--- config.mk ---
export PLATFORM = sky130hd
export DESIGN_NAME = rdmap_ddr_reader
export DESIGN_NICKNAME = d
export VERILOG_FILES = /design/src/rtl/rdmap_pkg.sv /design/src/rtl/rdmap_beat_unpack.sv /design/src/rtl/rdmap_ddr_reader.sv
export SDC_FILE = /design/constraint.sdc
export NUM_CORES = 1
export LEC_CHECK = 0
export CAP_MARGIN = 40
export CORE_MARGIN = 2
export CORE_UTILIZATION = 50
export DETAILED_ROUTE_END_ITERATION = 10
export GPL_TIMING_DRIVEN = 0
export HOLD_SLACK_MARGIN = 0.05
export PLACE_DENSITY = 0.82
export SLEW_MARGIN = 10
export SYNTH_ARGS = -nofsm -noshare
export SYNTH_HDL_FRONTEND = slang
export SYNTH_SLANG_ARGS = --single-unit
--- constraint.sdc ---
create_clock -name clk -period 14.4 [get_ports clk]
set_input_delay 2.88 -clock clk [delete_from_list [all_inputs] [get_ports clk]]
set_output_delay 2.88 -clock clk [all_outputs]
set_load 0.005 [all_outputs]
--- src/rtl/rdmap_pkg.sv ---
// Shared RD map cache definitions: frame geometry, DDR placement and the
// 64-bit DataMover-style read/write command word used by reader and writer.
package rdmap_pkg;

  localparam int unsigned RDMAP_BEATS_PER_FRAME = 16384;
  localparam logic [11:0] RDMAP_CMD_BTT_M1      = 12'd4095;
  localparam logic [2:0]  RDMAP_DDR_BASE_HI     = 3'b011;

  typedef enum logic [1:0] {
    ST_IDLE = 2'd0,
    ST_RUN  = 2'd1,
    ST_DONE = 2'd2
  } rdmap_state_e;

  // Bit 31 carries the INCR flag, so address bits [19:18] are not encodable;
  // the RD map layout never uses them (blocks sit in [17:12], slot above 20).
  function automatic logic [63:0] rdmap_build_cmd(input logic [7:0] wp,
                                                  input logic [5:0] blk);
    logic [63:0] cmd;
    cmd          = '0;
    cmd[11:0]    = RDMAP_CMD_BTT_M1;
    cmd[29:24]   = blk;
    cmd[30]      = 1'b0;
    cmd[31]      = 1'b1;
    cmd[43:32]   = {RDMAP_DDR_BASE_HI, wp, 1'b1};
    return cmd;
  endfunction

endpackage

--- src/rtl/rdmap_beat_unpack.sv ---
// Splits 128-bit beats from a first-word-fall-through FIFO into four 32-bit
// AXI-stream words, low word first, refilling without bubbles.
module rdmap_beat_unpack
  import rdmap_pkg::*;
(
  input  logic         clk,
  input  logic         rst,
  input  logic         pop_allow,
  input  logic [127:0] fifo_dout,
  input  logic         fifo_empty,
  output logic         fifo_rd_en,
  output logic [31:0]  tdata,
  output logic         tvalid,
  input  logic         tready
);

  logic [127:0] hold_q;
  logic         hold_vld;
  logic [1:0]   idx;
  logic         word_hs;
  logic         last_word;

  assign word_hs   = hold_vld && tready;
  assign last_word = (idx == 2'd3);
  assign tvalid    = hold_vld;

  // Refill on the same edge the fourth word leaves so the stream never gaps.
  assign fifo_rd_en = pop_allow && !fifo_empty && (!hold_vld || (last_word && word_hs));

  always_ff @(posedge clk or posedge rst) begin
    if (rst) begin
      hold_q   <= '0;
      hold_vld <= 1'b0;
      idx      <= 2'd0;
    end else if (fifo_rd_en) begin
      hold_q   <= fifo_dout;
      hold_vld <= 1'b1;
      idx      <= 2'd0;
    end else if (word_hs) begin
      idx <= idx + 2'd1;
      if (last_word) hold_vld <= 1'b0;
    end
  end

  always_comb begin
    tdata = hold_q[31:0];
    case (idx)
      2'd1:    tdata = hold_q[63:32];
      2'd2:    tdata = hold_q[95:64];
      2'd3:    tdata = hold_q[127:96];
      default: tdata = hold_q[31:0];
    endcase
  end

endmodule

--- src/rtl/rdmap_ddr_reader.sv ---
// Fetches one stored RD map frame from DDR: issues block read commands with a
// bounded number in flight and streams the returned beats out as 32-bit words.
module rdmap_ddr_reader
  import rdmap_pkg::*;
#(
  parameter int unsigned BEATS_PER_CMD   = 256,
  parameter int unsigned NUM_CMDS        = RDMAP_BEATS_PER_FRAME / BEATS_PER_CMD,
  parameter int unsigned MAX_OUTSTANDING = 2,
  parameter int unsigned IRQ_CYCLES      = 24
)(
  input  logic         clk,
  input  logic         rst,
  input  logic         rd_start,
  input  logic [7:0]   wave_position,
  output logic         rd_busy,
  output logic [63:0]  fifo_din_cmd_rd,
  output logic         fifo_wr_en_cmd_rd,
  input  logic         fifo_full_cmd_rd,
  input  logic [127:0] fifo_dout_rd_rdmap,
  input  logic         fifo_empty_rd_rdmap,
  output logic         fifo_rd_en_rd_rdmap,
  output logic [31:0]  rdmap_rd_tdata,
  output logic         rdmap_rd_tvalid,
  output logic         rdmap_rd_tlast,
  input  logic         rdmap_rd_tready,
  output logic         rdmap_rd_irq
);

  localparam int unsigned TOTAL_BEATS = NUM_CMDS * BEATS_PER_CMD;
  localparam int unsigned TOTAL_WORDS = TOTAL_BEATS * 4;
  localparam int unsigned CMD_W       = $clog2(NUM_CMDS + 1);
  localparam int unsigned BEAT_W      = $clog2(TOTAL_BEATS + 1);
  localparam int unsigned WORD_W      = $clog2(TOTAL_WORDS);
  localparam int unsigned BPC_W       = $clog2(BEATS_PER_CMD);
  localparam int unsigned OUT_W       = $clog2(MAX_OUTSTANDING + 1);
  localparam int unsigned IRQ_W       = $clog2(IRQ_CYCLES);

  localparam logic [CMD_W-1:0]  NUM_CMDS_C    = CMD_W'(NUM_CMDS);
  localparam logic [BEAT_W-1:0] TOTAL_BEATS_C = BEAT_W'(TOTAL_BEATS);
  localparam logic [WORD_W-1:0] LAST_WORD_C   = WORD_W'(TOTAL_WORDS - 1);
  localparam logic [OUT_W-1:0]  MAX_OUT_C     = OUT_W'(MAX_OUTSTANDING);
  localparam logic [IRQ_W-1:0]  IRQ_LAST_C    = IRQ_W'(IRQ_CYCLES - 1);
  localparam logic [63:0]       CMD_RESET_C   = {52'h0, RDMAP_CMD_BTT_M1};

  rdmap_state_e      state;
  logic [7:0]        wp_q;
  logic [CMD_W-1:0]  cmd_cnt;
  logic [OUT_W-1:0]  outstanding;
  logic [BEAT_W-1:0] beat_cnt;
  logic [WORD_W-1:0] word_cnt;
  logic [IRQ_W-1:0]  irq_cnt;

  logic pop_allow;
  logic cmd_issue;
  logic cmd_retire;
  logic word_hs;

  // Popping stops once the whole frame has been taken, so stray beats stay put.
  assign pop_allow  = (state == ST_RUN) && (beat_cnt < TOTAL_BEATS_C);
  assign cmd_issue  = (state == ST_RUN) && (cmd_cnt < NUM_CMDS_C) &&
                      !fifo_full_cmd_rd && (outstanding < MAX_OUT_C);
  assign cmd_retire = fifo_rd_en_rd_rdmap && (beat_cnt[BPC_W-1:0] == '1);
  assign word_hs    = rdmap_rd_tvalid && rdmap_rd_tready;
  assign rdmap_rd_tlast = rdmap_rd_tvalid && (word_cnt == LAST_WORD_C);

  rdmap_beat_unpack u_unpack (
    .clk        (clk),
    .rst        (rst),
    .pop_allow  (pop_allow),
    .fifo_dout  (fifo_dout_rd_rdmap),
    .fifo_empty (fifo_empty_rd_rdmap),
    .fifo_rd_en (fifo_rd_en_rd_rdmap),
    .tdata      (rdmap_rd_tdata),
    .tvalid     (rdmap_rd_tvalid),
    .tready     (rdmap_rd_tready)
  );

  always_ff @(posedge clk or posedge rst) begin
    if (rst) begin
      state             <= ST_IDLE;
      wp_q              <= '0;
      cmd_cnt           <= '0;
      outstanding       <= '0;
      beat_cnt          <= '0;
      word_cnt          <= '0;
      irq_cnt           <= '0;
      rd_busy           <= 1'b0;
      rdmap_rd_irq      <= 1'b0;
      fifo_wr_en_cmd_rd <= 1'b0;
      fifo_din_cmd_rd   <= CMD_RESET_C;
    end else begin
      fifo_wr_en_cmd_rd <= cmd_issue;
      if (cmd_issue) begin
        fifo_din_cmd_rd <= rdmap_build_cmd(wp_q, 6'(cmd_cnt));
        cmd_cnt         <= cmd_cnt + CMD_W'(1);
      end
      if (cmd_issue && !cmd_retire)
        outstanding <= outstanding + OUT_W'(1);
      else if (!cmd_issue && cmd_retire)
        outstanding <= outstanding - OUT_W'(1);
      if (fifo_rd_en_rd_rdmap) beat_cnt <= beat_cnt + BEAT_W'(1);
      if (word_hs)             word_cnt <= word_cnt + WORD_W'(1);

      case (state)
        ST_IDLE: begin
          if (rd_start) begin
            wp_q        <= wave_position;
            cmd_cnt     <= '0;
            outstanding <= '0;
            beat_cnt    <= '0;
            word_cnt    <= '0;
            rd_busy     <= 1'b1;
            state       <= ST_RUN;
          end
        end
        ST_RUN: begin
          if (word_hs && (word_cnt == LAST_WORD_C)) begin
            rd_busy      <= 1'b0;
            rdmap_rd_irq <= 1'b1;
            irq_cnt      <= '0;
            state        <= ST_DONE;
          end
        end
        ST_DONE: begin
          if (irq_cnt == IRQ_LAST_C) begin
            rdmap_rd_irq <= 1'b0;
            state        <= ST_IDLE;
          end else begin
            irq_cnt <= irq_cnt + IRQ_W'(1);
          end
        end
        default: state <= ST_IDLE;
      endcase
    end
  end

endmodule

## Word-level counts from Yosys, hierarchy flattened

Index checks and enable logic that the tools add are counted.

- Reduce and logical (&&, ||, !) cells: 30
- Equality and inequality tests: 12
- Order comparisons: 3
- $add $sub $neg: 7
- Multiplexer cells: 32

Operator list:

| cell | number |
|---|---|
| one-hot mux 32 bit (3 select lines) | 1 |
| 2-to-1 mux 16 bit | 3 |
| 2-to-1 mux 15 bit | 3 |
| 2-to-1 mux 7 bit | 3 |
| 2-to-1 mux 2 bit | 9 |
| adder 16 x 1 -> 16 bit (second input constant) | 1 |
| == test 16 bit (second input constant) | 1 |
| adder 15 x 1 -> 15 bit (second input constant) | 1 |
| less-than comparator 15 bit (second input constant) | 1 |
| logical AND 1 bit | 13 |
| AND reduction 3 bit | 4 |
| 2-to-1 mux 5 bit | 2 |
| one-hot mux 5 bit (2 select lines) | 1 |
| == test 8 bit (second input constant) | 1 |
| nonzero test 2 bit | 4 |
| adder 7 x 1 -> 7 bit (second input constant) | 1 |
| less-than comparator 7 bit (second input constant) | 1 |
| 2-to-1 mux 1 bit | 7 |
| == test 2 bit (second input constant) | 3 |
| != test 2 bit (second input constant) | 3 |
| one-hot mux 2 bit (3 select lines) | 1 |
| adder 5 x 1 -> 5 bit (second input constant) | 1 |
| == test 5 bit (second input constant) | 1 |
| zero test 1 bit | 5 |
| other kinds (9) | 13 |

- Word-level logic and storage cells: 98
- Register bits after elaboration: 206

## Logic depth before layout (Yosys ltp)

- Depth in word-level cells: 10
- Depth in mapped cells: 9

## By module

Synthesis repeated with hierarchy kept, for this count alone.

- Cells, all modules: 774
- Area total of the unflattened synthesis: 9,545.4 um^2

Modules (own cells, without submodules):

| module | times used | seq. area each (um^2) | cells an instance | area an instance (um^2) |
|---|---|---|---|---|
| rdmap_beat_unpack | 1 | 3,278.1 | 404 | 5,855.6 |
| rdmap_ddr_reader | 1 | 1,826.8 | 370 | 3,689.8 |

## Worst setup path after synthesis

No wires, ideal clock.

- Path type: input -> output
- Start point: input port fifo_empty_rd_rdmap
- End point: output port fifo_rd_en_rd_rdmap
- Setup slack: 7.090 ns
- Required time: 11.520 ns
- Cell stages on the path: 6
- Arrival: 4.430 ns
- Cell sequence: or4b_4 buf_6 nor2_1 clkbuf_1 clkbuf_1 buf_2

- Longest elaborated chain between the ends: 3

Ends and longest elaborated chain:

| what | RTL line | text |
|---|---|---|
| from (decl) | rdmap_ddr_reader.sv:20 | `input logic fifo_empty_rd_rdmap,` |
| zero test 1 bit | rdmap_beat_unpack.sv:28 | `assign fifo_rd_en = pop_allow && !fifo_empty && (!hold_vld \|\| (last_word && word_hs));` |
| logical AND 1 bit (2 in series) | rdmap_beat_unpack.sv:28 |  |
| to (decl) | rdmap_ddr_reader.sv:21 | `output logic fifo_rd_en_rd_rdmap,` |

Every way passes these cells.

## Final worst setup path

Ends and elaborated chain as after synthesis.

==> results.cfg <==
[outcome]
outcome = completed

[sta]
fin_tns_setup_ps = 0
fin_skew_ps = 8.03
layout_worst_path_cycle_share_pct = 61.3
fmax_mhz = 113
finalMaxSlewViolations = 0
rsz0062_at_grt = false
worstMarginPinSlew_ps = 867
max_slew_margin_pct = 42.2
fin_crit_ps = 8820
finalHoldViolCount = 0
setup_viol = 0

[worst_setup_path]
start_kind = input pin
crit_family = buffers and inverters
crit_arrival_ps = 5940
path_cells = clkdlybuf4s50_1 > or4b_4 > buf_6 > nor2_1 > clkbuf_1 > clkbuf_1 > buf_2 > clkdlybuf4s50_1
worst-path-max-fanout = 10
critPathKind = in -> out
startpoint = fifo_empty_rd_rdmap
setup.worst_path.end_class = output port
reg2regPathDepth = 9
ff2ff_setup_slack_ps = 11450
critPathBufInv = 6
cpMaxStageDelayCell = clkdlybuf4s50_1
max_stage_delay_ps = 560
required_ps = 11520
timing.rr.end = u_unpack.hold_q[1]
rr_startpoint = state[1]

[die]
dieWidth_um = 141
rows = 50
die_h_um = 141
die_area_um2 = 19900
placeableCoreArea_um2 = 18600
start_util_pct = 50.5
io_pins = 244

[clock_network]
clkLatencyLatePin_ps = 490
cts_buffer_depth = 3
cts_setup_buffers = 0
htreeDepth = 1
ctsRootBufferMaster = clkbuf_16
cts_resized = 0
cts.clk_slew.worst_paths_ps = 60
tritoncts = built
cts_made_buffers = 22
clock_sinks = 204
ctsHoldBuffers = 0

[logic_synthesis]
yosysSeqAreaShare_pct = 54.4
synthFlopType = dfrtp_1
synth-simple-area-share_pct = 9.63
netlist_area_um2 = 9380
synth_edf_count = 0
synth_mux_area_share_pct = 17.3
postSynthAreaPerCell_um2 = 11.6
ys_seq_elements = 204
synthAdderAreaFrac_pct = 1.07
synthArstFlopShare_pct = 100
synthXorXnorAreaFrac_pct = 2.31
synth_compound_area_share_pct = 7.43
synth_top_family_by_area = multiplexers
ys_types = 47
synthCells = 806
ys_warn_count = 0

[place]
place_inst = 1282
place_congestion = 0.831
hpwl_um = 16600
io_buffer_count = 196

[cells_and_area]
fin_cells = 1321
layout.area.seq_um2 = 5100
final_common_cell = dfrtp_1
final_cell_mix = dfrtp_1 (204), clkdlybuf4s50_1 (196), mux2_2 (110), nand2_1 (77), buf_4 (49)
layout.nets = 1222
multiInputGateArea_um2 = 3710
layout-drive-gt1-share_pct = 19.7
diodes = 0
fillers = 1421
syn2layout_area_growth_pct = 34.3

[global_route]
grt_overflow = 0
grt_antenna_before_repair = 1
grt_pass1_wl_um = 36800
track_usage_pct = 23.2
grt_max_degree = 117
grt_pass1_vias = 7153

[power_and_ir_drop]
leakagePower_nw = 5.54
vdd_drop_max_mv = 0.153
powerDensity_nw_per_um2 = 190

[routing]
drt_iter0_markers = 523
vias = 7090
post_drt_wl_per_cell_um = 17.7
drc = 0
wirelength_um = 23300
viasPerCell = 5.37
first_pass_iters = 5
ant_nets = 0

[worst_hold_path]
min_from = wp_q[6]
holdPathStages = 2
whs_endpoint = wp_q[6]
min_path_type = reg -> reg

[run]
cap_violations = 0
-- per-stage QoR --
step / hold slack (ps) / setup slack (ps) / util, % / power (mW) / cell area, µm²
final: 472 / 5580 / 67.8 / 2.40 / 12600
after global routing: 484 / 5420 / 67.8 / 2.52 / 12600
after CTS: 476 / 5590 / 67.8 / 2.41 / 12600
after detailed placement: 461 / 5620 / 63.8 / 1.81 / 11800
after global placement: 452 / 3330 / 63.5 / 1.78 / 11800
after floorplan: 440 / 5950 / - / 1.41 / 9550
-- state kept, by name, summed over array words and instances (netlist names) --
signal and flops:
wp_q 8, outstanding 2, irq_cnt 5, rd_busy 1, rdmap_rd_irq 1, cmd_cnt 7
u_unpack.hold_q 128, u_unpack.tvalid 1, u_unpack.idx 2, beat_cnt 15, state 2, fifo_wr_en_cmd_rd 1
fifo_din_cmd_rd 15, word_cnt 16
-- where the power goes --
group          switching [mW]  total (mW)  internal [mW]
combinational           0.374       0.874          0.500
sequential              0.134       0.939          0.804
clock                   0.221       0.583          0.361
total                   0.730        2.40           1.67
-- worst register-to-register path, cell delays in order (launching register included) --
cell and delay [ps]:
dfrtp_1 370, buf_6 130, or4b_4 530, buf_6 150, nor2_1 210, clkbuf_1 350, clkbuf_1 540, buf_2 390
nand2_1 100, o21ai_0 80
-- Yosys cell counts (2+ instances only) --
library cell  instances  share of area (%)
nor3b_1               3               0.24
nand2_1              77                3.1
nand3_1              21                1.1
buf_1                 2              0.080
dfrtp_1             204                 54
conb_1                2              0.080
buf_2                12               0.64
o31ai_1               3               0.24
o21ai_0              44                2.3
o22ai_1               2               0.13
or2_2                 2               0.13
a222oi_1             32                3.4
or4_1                 5               0.40
mux2i_1              38                4.1
buf_6                 3               0.36
mux2_2              110                 13
and4_1                4               0.37
nand4b_1              3               0.28
and2_1                3               0.20
inv_1                39                1.6
clkbuf_1             31                1.2
ha_1                  8                1.1
nor4_1                5               0.33
nor3_1                4               0.21
nand4_1              10               0.67
nor2_1               29                1.2
a21oi_1              13               0.69
or3_1                 4               0.27
xor2_1                9               0.84
nor2b_1               2               0.13
nor4b_1               2               0.19
buf_4                49                3.9
xnor2_1              13                1.2
nand2b_1              5               0.33
-- cell type report --
type                       instances  area share (%)
buffer                            97            4.65
clock buffer                      33            5.11
clock inverter                     6           0.835
inverter                          39            1.22
multi-input combinational        510            29.4
sequential                       204            40.5
tap                              234            2.32
timing repair buffer             198            15.9
-- how the worst max path moves through the flow --
stage	endpoint	slack (ps)	depth (start not counted)
floorplan	beat_cnt[0]	5950	1
global placement	u_unpack.hold_q[83]	3330	2
detailed placement	fifo_rd_en_rd_rdmap	5620	8
CTS	fifo_rd_en_rd_rdmap	5590	8
global route	fifo_rd_en_rd_rdmap	5420	8
finish	fifo_rd_en_rd_rdmap	5580	8
-- kinds of logic after synthesis --
group / Yosys count
AO/OA/AOI/OAI: 101
flip-flops: 204
XOR/XNOR: 23
buffers and inverters: 136
AND/OR/NAND/NOR: 184
multiplexers: 148
adder cells (fa/ha/maj): 8
other: 2
-- routing by layer --
| layer | vias to the layer above | share of wire (%) | GRT usage, % |
|---|---|---|---|
| met4 | 2 | 1.6 | 6.47 |
| met5 | - | 0.047 | 0 |
| met1 | 3482 | 40 | 28.4 |
| li1 | 3278 | - | - |
| met2 | 290 | 50 | 39.7 |
| met3 | 38 | 9.2 | 7.34 |
(Power assumes the default switching activity.)
